$ cat src/rtl/posit_soc_pkg.sv
// ---------------------------------------------------------------------------
// posit_soc_pkg : shared widths and sequencer state encoding
// Rev 1.0
// ---------------------------------------------------------------------------
`default_nettype none

package posit_soc_pkg;

  localparam int DEF_ADDR_W = 12;
  localparam int DEF_DATA_W = 17;

  typedef enum logic [2:0] {
    S_IDLE   = 3'd0,
    S_LOAD   = 3'd1,
    S_ARM    = 3'd2,
    S_WAIT   = 3'd3,
    S_RD_REQ = 3'd4,
    S_RD_CAP = 3'd5,
    S_OUT    = 3'd6
  } seq_state_t;

endpackage

`default_nettype wire

$ cat src/rtl/posit_result_reader.sv
// ---------------------------------------------------------------------------
// posit_result_reader : result memory read, capture and output stream stage
// Rev 1.0
// ---------------------------------------------------------------------------
`default_nettype none

module posit_result_reader
  import posit_soc_pkg::*;
#(
  parameter int                ADDR_W   = DEF_ADDR_W,
  parameter int                DATA_W   = DEF_DATA_W,
  parameter logic [ADDR_W-1:0] RES_BASE = 12'h010
) (
  input  logic              clock,
  input  logic              reset_n,
  input  seq_state_t        state,
  input  logic [ADDR_W-1:0] last_idx,
  output seq_state_t        rd_next,
  output logic [ADDR_W-1:0] res_address,
  input  logic [DATA_W-1:0] res_readdata,
  output logic              out_valid,
  input  logic              out_ready,
  output logic [DATA_W-1:0] out_data
);

  logic [ADDR_W-1:0] idx;
  logic [DATA_W-1:0] data_q;
  logic              in_read;
  logic              out_fire;
  logic              more;

  assign in_read  = state inside {S_RD_REQ, S_RD_CAP, S_OUT};
  assign out_fire = (state == S_OUT) && out_ready;
  // idx counts up from zero, so "not yet last" is the same as idx < N/2-1
  assign more     = (idx != last_idx);

  always_ff @(posedge clock or negedge reset_n) begin
    if (!reset_n) begin
      idx    <= '0;
      data_q <= '0;
    end else begin
      if (!in_read) begin
        idx <= '0;
      end else if (out_fire && more) begin
        idx <= idx + ADDR_W'(1);
      end
      if (state == S_RD_CAP) begin
        data_q <= res_readdata;
      end
    end
  end

  always_comb begin
    rd_next = state;
    case (state)
      S_RD_REQ: rd_next = S_RD_CAP;
      S_RD_CAP: rd_next = S_OUT;
      S_OUT:    if (out_ready) rd_next = more ? S_RD_REQ : S_IDLE;
      default:  rd_next = state;
    endcase
  end

  assign res_address = (state == S_RD_REQ) ? (RES_BASE + idx) : '0;
  assign out_valid   = (state == S_OUT);
  assign out_data    = data_q;

endmodule

`default_nettype wire

$ cat src/rtl/posit_job_sequencer.sv
// ---------------------------------------------------------------------------
// posit_job_sequencer : loads operands, runs the adder wrapper, streams results
// Rev 1.0
// ---------------------------------------------------------------------------
`default_nettype none

module posit_job_sequencer
  import posit_soc_pkg::*;
#(
  parameter int                ADDR_W   = DEF_ADDR_W,
  parameter int                DATA_W   = DEF_DATA_W,
  parameter logic [ADDR_W-1:0] OP_BASE  = 12'h000,
  parameter logic [ADDR_W-1:0] RES_BASE = 12'h010
) (
  input  logic              clock,
  input  logic              reset_n,
  input  logic              io_cmd_valid,
  output logic              io_cmd_ready,
  input  logic [ADDR_W-1:0] io_cmd_count,
  output logic              io_cmd_error,
  input  logic              io_in_valid,
  output logic              io_in_ready,
  input  logic [DATA_W-1:0] io_in_data,
  output logic [ADDR_W-1:0] io_op_address,
  output logic              io_op_write,
  output logic [DATA_W-1:0] io_op_writedata,
  output logic              io_accel_start,
  input  logic              io_accel_completed,
  output logic [ADDR_W-1:0] io_res_address,
  input  logic [DATA_W-1:0] io_res_readdata,
  output logic              io_out_valid,
  input  logic              io_out_ready,
  output logic [DATA_W-1:0] io_out_data,
  output logic              io_busy
);

  seq_state_t        state, state_nx, rd_next;
  logic [ADDR_W-1:0] n_q, k_q, last_idx;
  logic              seen_low, err_q;
  logic              cmd_fire, cmd_ok, in_fire, done;

  assign cmd_fire = (state == S_IDLE) && io_cmd_valid;
  assign cmd_ok   = (io_cmd_count != '0) && !io_cmd_count[0];
  assign in_fire  = (state == S_LOAD) && io_in_valid;
  // a completed level that was already high when start rose is stale
  assign done     = (state == S_WAIT) && seen_low && io_accel_completed;
  assign last_idx = (n_q >> 1) - ADDR_W'(1);

  always_ff @(posedge clock or negedge reset_n) begin
    if (!reset_n) begin
      state    <= S_IDLE;
      n_q      <= '0;
      k_q      <= '0;
      seen_low <= 1'b0;
      err_q    <= 1'b0;
    end else begin
      state <= state_nx;
      err_q <= cmd_fire && !cmd_ok;
      if (cmd_fire && cmd_ok) begin
        n_q <= io_cmd_count;
        k_q <= '0;
      end else if (in_fire) begin
        k_q <= k_q + ADDR_W'(1);
      end
      if (state == S_ARM || state == S_WAIT) begin
        if (!io_accel_completed) seen_low <= 1'b1;
      end else begin
        seen_low <= 1'b0;
      end
    end
  end

  always_comb begin
    state_nx        = state;
    io_cmd_ready    = 1'b0;
    io_in_ready     = 1'b0;
    io_op_write     = 1'b0;
    io_op_address   = '0;
    io_op_writedata = '0;
    io_accel_start  = 1'b0;
    case (state)
      S_IDLE: begin
        io_cmd_ready = 1'b1;
        if (cmd_fire && cmd_ok) state_nx = S_LOAD;
      end
      S_LOAD: begin
        io_in_ready = 1'b1;
        if (in_fire) begin
          io_op_write     = 1'b1;
          io_op_address   = OP_BASE + k_q;
          io_op_writedata = io_in_data;
          if (k_q == n_q - ADDR_W'(1)) state_nx = S_ARM;
        end
      end
      S_ARM: begin
        io_accel_start = 1'b1;
        state_nx       = S_WAIT;
      end
      S_WAIT: begin
        io_accel_start = 1'b1;
        if (done) state_nx = S_RD_REQ;
      end
      default: state_nx = rd_next;
    endcase
  end

  assign io_cmd_error = err_q;
  assign io_busy      = (state != S_IDLE);

  posit_result_reader #(
    .ADDR_W   (ADDR_W),
    .DATA_W   (DATA_W),
    .RES_BASE (RES_BASE)
  ) u_reader (
    .clock        (clock),
    .reset_n      (reset_n),
    .state        (state),
    .last_idx     (last_idx),
    .rd_next      (rd_next),
    .res_address  (io_res_address),
    .res_readdata (io_res_readdata),
    .out_valid    (io_out_valid),
    .out_ready    (io_out_ready),
    .out_data     (io_out_data)
  );

endmodule

`default_nettype wire

$ cat config.mk
export PLATFORM = sky130hd
export DESIGN_NAME = posit_job_sequencer
export DESIGN_NICKNAME = d
export VERILOG_FILES = /design/src/rtl/posit_soc_pkg.sv /design/src/rtl/posit_result_reader.sv /design/src/rtl/posit_job_sequencer.sv
export SDC_FILE = /design/constraint.sdc
export NUM_CORES = 1
export LEC_CHECK = 0
export BUFFER_PORTS_ARGS = -buffer_cell sky130_fd_sc_hd__buf_2
export CAP_MARGIN = 30
export CELL_PAD_IN_SITES_DETAIL_PLACEMENT = 1
export CELL_PAD_IN_SITES_GLOBAL_PLACEMENT = 2
export CORE_MARGIN = 3
export CORE_UTILIZATION = 30
export DETAILED_ROUTE_END_ITERATION = 8
export HOLD_SLACK_MARGIN = 0.12
export PLACE_DENSITY_LB_ADDON = 0.1
export SLEW_MARGIN = 25
export SYNTH_ARGS = -nofsm -noshare
export SYNTH_HDL_FRONTEND = slang
export SYNTH_SLANG_ARGS = --single-unit
$ cat constraint.sdc
create_clock -name clock -period 2.9 [get_ports clock]
set_input_delay 0.145 -clock clock [delete_from_list [all_inputs] [get_ports clock]]
set_output_delay 0.145 -clock clock [all_outputs]
set_load 0.005 [all_outputs]
==> flow_metrics.tcl, run 1 <==
set metrics [dict create \
    port_buffers 116 \
    synth.yosys.seq_area_share 0.391 \
    netlist_top_cells_area "dfrtp_1 39%, xnor2_1 8.0%, mux2_2 7.9%, and2_1 5.7%, xor2_1 4.0%" \
    drc 0 \
    met3_length_um 701 \
    setup_violations 0 \
    fmax_mhz 372 \
    synthAdderAreaFrac 0.0202 \
    period_share 0.927 \
    power_frac_seq 0.335 \
    fin_util 0.423 \
    synth.top_cells.by_count "58 x dfrtp_1, 39 x nor2_1, 35 x nand2_1, 34 x and2_1, 34 x xnor2_1" \
    synthCells 395 \
    r2r_end "state[2]" \
    clock-sinks 58 \
    cp.required_ns 3.12 \
    power_frac_clock 0.264 \
    min_path_type "in -> reg" \
    wl_met2_mm 5.30 \
    ir_drop_mv 0.466 \
    detail-route-antenna-nets 0 \
    synth_compound_area_frac 0.0761 \
    grt_util_all_layers 0.175 \
    cts_resized 0 \
    startpoint_type "register" \
    grt_pass1_wl_mm 18.7 \
    routed_wirelength_mm 11.3 \
    slew_viol_final 0 \
    clk_pin_slew_ns 0.06 \
    syn_to_final_growth_pct 37.2 \
    finClkSkew_ns 0.00667 \
    nets 595 \
    status "finished, final reports clean" \
    worstSetupPathType "reg -> reg" \
    rows 40 \
    hpwl_mm 8.27 \
    setup_tns_ns 0 \
    worst_ep_arrival_time_ns 2.91 \
    synth_top_family_by_area "simple AND/OR/NAND/NOR gates" \
    n_antenna_cell 0 \
    cts_tree "done" \
    syn_nets 453 \
    yosysTopAreaCell "dfrtp_1" \
    whs_path_depth 4 \
    synth-main-ff-cell "dfrtp_1" \
    vias 3324 \
    grt_setup_unrepaired "no" \
    post_drt_wl_per_cell_um 16.0 \
    grt_start_max_net_pins 59 \
    fill_cells 1385 \
    cts_root_buf "clkbuf_16" \
    fin_crit_ns 2.69 \
    first_global_vias 3584 \
    die_w_um 117 \
    ff2ff_path_depth 9 \
    min_from "io_out_ready" \
    antenna_found_initial 0 \
    gp_congestion 0.805 \
    synth_edf_count 0 \
    switching_share 0.383 \
    synth.distinct_cells 47 \
    async_reset_ff_frac 1.00 \
    die_area_sq_mm 0.0138 \
    critPathCaptureType "register" \
    regArea_sq_mm 0.00145 \
    grt-ovfl-total 0 \
    wl_met1_mm 5.19 \
    synthSimpleGateAreaFrac 0.254 \
    start_util 0.308 \
    yosysWarningCount 0 \
    cts_hold_buf 32 \
    finalHoldViolations 0 \
    r2r_start "n_q[2]" \
    p_int_w 0.00276 \
    syn_area_sq_mm 0.00371 \
    final_layout_size_suffix_gt1_frac 0.325 \
    post_cts_buffers 0 \
    vias_per_cell 4.68 \
    power.density_mw_per_mm2 877 \
    ys_seq_elements 58 \
    reg2reg_slack_ns 0.21 \
    core_sq_mm 0.0121 \
    yosysMostFrequentCell "dfrtp_1" \
    tightest_slew_ns 0.788 \
    multi_input_area_sq_mm 0.00212 \
    cts-buffers-inserted 9 \
    h-tree-depth 3 \
    drt_pass1_iterations 4 \
    top_layer "met4" \
    die_h_um 117 \
    synth_top_area_share 0.391 \
    pin_count 117 \
    pwr-share-comb 0.401 \
    drv_cap 0 \
    clk_path_buf_depth 2 \
    crit_fanout 17 \
    p_leak_nw 2.46 \
    insertion_delay_ns 0.33 \
    switchingPower_w 0.00171 \
    synth_xor_area_frac 0.120 \
    synthMuxAreaShare 0.0950 \
    avgSynthCellArea_sq_um 9.40 \
    drtIter0Drc 107 \
    relSlewSlack 0.474 \
    worst_hold_path.endpoint "state[2]" \
]
[worst max path at each step]
stage	endpoint	depth (start not counted)	startpoint	slack, ns
3_5_place_dp	state[2]	9	n_q[2]	0.22
4_1_cts	state[2]	9	n_q[2]	0.21
6_report	state[2]	9	n_q[2]	0.21
2_1_floorplan	state[2]	9	n_q[2]	0.59
5_1_grt	state[2]	9	n_q[2]	0.03
3_3_place_gp	state[2]	9	n_q[2]	0.34
[layout by cell type (no fill, tap or decap), types with 2 or more instances in the layout]
master | Yosys | routed
mux2i_1 | 6 | 6
and3_1 | 14 | 14
a31oi_1 | 6 | 6
xor2_1 | 17 | 17
nand3_1 | 15 | 15
buf_2 | 7 | 116
o21ai_0 | 5 | 5
clkinv_4 | 0 | 2
xnor2_1 | 34 | 34
nand3b_1 | 2 | 2
nor4_1 | 3 | 3
nand2_1 | 35 | 35
clkbuf_16 | 0 | 9
nor3_1 | 6 | 6
nor2b_1 | 2 | 2
a41o_1 | 2 | 2
dfrtp_1 | 58 | 58
a21o_1 | 4 | 4
ha_1 | 6 | 6
nand4_1 | 8 | 8
nor4_2 | 2 | 2
or3_1 | 2 | 2
a21oi_1 | 13 | 13
buf_4 | 1 | 7
dlygate4sd3_1 | 0 | 32
bufinv_16 | 0 | 2
mux2_2 | 26 | 26
nand2b_1 | 4 | 4
nor2_1 | 39 | 39
and2_1 | 34 | 34
inv_1 | 10 | 10
[sequential cells by signal (all words and copies together), names as in the netlist]
name               count
u_reader.out_data     17
k_q                   12
n_q                   12
u_reader.idx          12
state                  3
io_cmd_error           1
seen_low               1
[power by group through the flow]
stage	combinational [W]	sequential, W	clock, W
2_1_floorplan	0.00143	0.00128	0
3_3_place_gp	0.00174	0.00149	0
3_5_place_dp	0.00177	0.00151	0
4_1_cts	0.00181	0.00150	0.00122
5_1_grt	0.00203	0.00155	0.00125
6_report	0.00179	0.00150	0.00118
[stage by stage]
step                      hold slack (ns)  cells  area [sq um]  power, W  setup slack, ns
after floorplan                    -0.151    395          3710   0.00271            0.588
final                               0.231    710          5100   0.00447            0.212
after global routing                0.263    710          5100   0.00483           0.0322
after CTS                           0.215    710          5100   0.00452            0.211
after global placement              0.353    662          4450   0.00324            0.342
after detailed placement            0.356    662          4450   0.00328            0.221
[area by class of cell]
type / count / area share
Clock inverter: 6 / 0.0177
Clock buffer: 10 / 0.0469
Timing Repair Buffer: 155 / 0.187
Tap cell: 168 / 0.0412
Sequential cell: 58 / 0.285
Inverter: 10 / 0.00736
Multi-Input combinational cell: 303 / 0.415
[logic make-up after synthesis]
group | count (synthesis)
DFF | 58
adders and majority gates | 6
xor gates and xnor gates | 51
buffers and inverters | 34
muxes | 32
AOI/OAI and AO/OA | 40
and+or+nand+nor | 174
[routing by layer]
| metal | GRT usage | up-vias |
|---|---|---|
| li1 | - | 1620 |
| met1 | 0.225 | 1611 |
| met2 | 0.284 | 82 |
| met3 | 0.0576 | 11 |
| met4 | 0.0482 | 0 |
| met5 | 0 | - |
[critical path: stages, from the launching register on]
cell and delay (ns):
dfrtp_1 0.45, inv_1 0.18, ha_1 0.24, nor2b_1 0.25
and2_4 0.20, nand3_2 0.09, a2111oi_4 0.44, nand2_4 0.20
or3_1 0.34, a21o_1 0.18
No activity file was read; power rests on OpenSTA's default activity.
==> run 2, diff against run 1 <==
- CORE_MARGIN: 3 -> 10
==> run 2 against run 1 <==
- register-to-register slack better by 0.03 ns
- total power up 4.0%
- routed wire length up 10%
- first-iteration DRC count up 9.3%
- worst setup slack better by 0.035 ns
- critical path depth unchanged
- cell area up 0.61%
- largest power group unchanged
==> flow_metrics.tcl, run 2 (synthesized netlist as in run 1, its figures left out) <==
set metrics [dict create \
    worst_ep_arrival_time_ns 2.88 \
    finalHoldViolations 0 \
    nets 594 \
    finalNonFillerCells 709 \
    cts_resized 0 \
    drc 0 \
    antenna_found_initial 1 \
    finClkSkew_ns 0.00732 \
    fin_crit_ns 2.65 \
    status "finished, final reports clean" \
    tightest_slew_ns 0.874 \
    slew_viol_final 0 \
    min_path_type "in -> reg" \
    crit_fanout 17 \
    ir_drop_mv 0.375 \
    startpoint_type "register" \
    worstSetupPathType "reg -> reg" \
    clk_path_buf_depth 2 \
    fill_cells 1414 \
    port_buffers 116 \
    whs_ns 0.221 \
    vias 3349 \
    cts_hold_buf 32 \
    fin_area_sq_mm 0.00513 \
    cp.required_ns 3.13 \
    grt_start_max_net_pins 59 \
    hpwl_mm 9.19 \
    place_area_sq_mm 0.00444 \
    cts_root_buf "clkbuf_16" \
    fmax_mhz 377 \
    start_util 0.308 \
    cts-buffers-inserted 9 \
    cts_tree "done" \
    p_leak_nw 2.48 \
    first_global_vias 3620 \
    post_cts_buffers 0 \
    layout_commonest_cell "buf_2" \
    n_antenna_cell 0 \
    routed_wirelength_mm 12.5 \
    die_area_sq_mm 0.0172 \
    detail-route-antenna-nets 0 \
    h-tree-depth 3 \
    drtIter0Drc 117 \
    die_h_um 131 \
    rows 40 \
    insertion_delay_ns 0.34 \
    relSlewSlack 0.418 \
    final_layout_size_suffix_gt1_frac 0.322 \
    final_cell_mix "116 x buf_2, 58 x dfrtp_1, 39 x nor2_1, 35 x nand2_1" \
    setup_violations 0 \
    power.density_mw_per_mm2 906 \
    largest_reg_flops 17 \
    post_drt_wl_per_cell_um 17.6 \
    die_w_um 131 \
    grt-ovfl-total 0 \
    drv_cap 0 \
    grt_pass1_wl_mm 20.3 \
    clk_pin_slew_ns 0.05 \
    clock-sinks 58 \
    gp_congestion 0.822 \
    period_share 0.915 \
    critPathCaptureType "register" \
    power.total_w 0.00465 \
    core_sq_mm 0.0121 \
    pin_count 117 \
    drt_pass1_iterations 4 \
    grt_setup_unrepaired "no" \
    setup_tns_ns 0 \
    vias_per_cell 4.72 \
    dp.cells 661 \
    grt_util_all_layers 0.146 \
    syn_to_final_growth_pct 38.1 \
]
## run 2: cell types whose count changed in the layout (fill, tap and decap cells not counted)
cell,delta
clkinvlp_4,-1
clkinv_4,-2
buf_4,-1
clkbuf_1,+1
bufinv_16,+2
## run 2: path summary, 6_finish.rpt
check                                     start                     to  slack [ns]  cells past startpoint
setup / recovery                         n_q[2]               state[2]        0.25                      9
hold / removal                     io_out_ready               state[2]        0.22                      4
setup reg to reg                         n_q[2]               state[2]        0.25                      9
hold reg to reg            u_reader.out_data[2]   u_reader.out_data[2]        0.50                      1
max in group asynchronous               reset_n        u_reader.idx[8]        1.84                      3
min in group asynchronous               reset_n  u_reader.out_data[16]        0.51                      3
## run 2: power by group
part	switching (W)	internal, W	total [W]
clock	0.000399	0.000948	0.00135
combinational	0.000909	0.000885	0.00179
sequential	0.000418	0.00109	0.00150
## run 2: routing by layer
metal | routed length (um) | share of wire | global-route usage
met4 | 195 | 0.016 | 0.0556
met3 | 944 | 0.076 | 0.0583
met2 | 5740 | 0.46 | 0.224
met1 | 5600 | 0.45 | 0.179
met5 | 7 | 0.00056 | 0
## run 2: final cells by class
cell class / count / area [sq um] / area share
Clock buffer: 11 / 243 / 0.0473
Clock inverter: 5 / 125 / 0.0244
Sequential cell: 58 / 1450 / 0.283
Inverter: 10 / 37.5 / 0.00732
Tap cell: 168 / 210 / 0.0410
Timing Repair Buffer: 154 / 946 / 0.184
Multi-Input combinational cell: 303 / 2120 / 0.413
## run 2: worst max-delay path, cell delays in order (launching register included)
cell       delay, ns
dfrtp_1         0.45
inv_1           0.18
ha_1            0.23
nor2b_1         0.23
and2_4          0.20
nand3_2         0.10
a2111oi_4       0.44
nand2_4         0.20
or3_1           0.34
a21o_1          0.18
## run 2: per-stage QoR
stage          setup WS [ns]   util
2_1_floorplan          0.588      -
3_3_place_gp           0.334  0.368
3_5_place_dp           0.221  0.368
4_1_cts                0.212  0.425
5_1_grt               0.0681  0.425
6_report               0.246  0.425
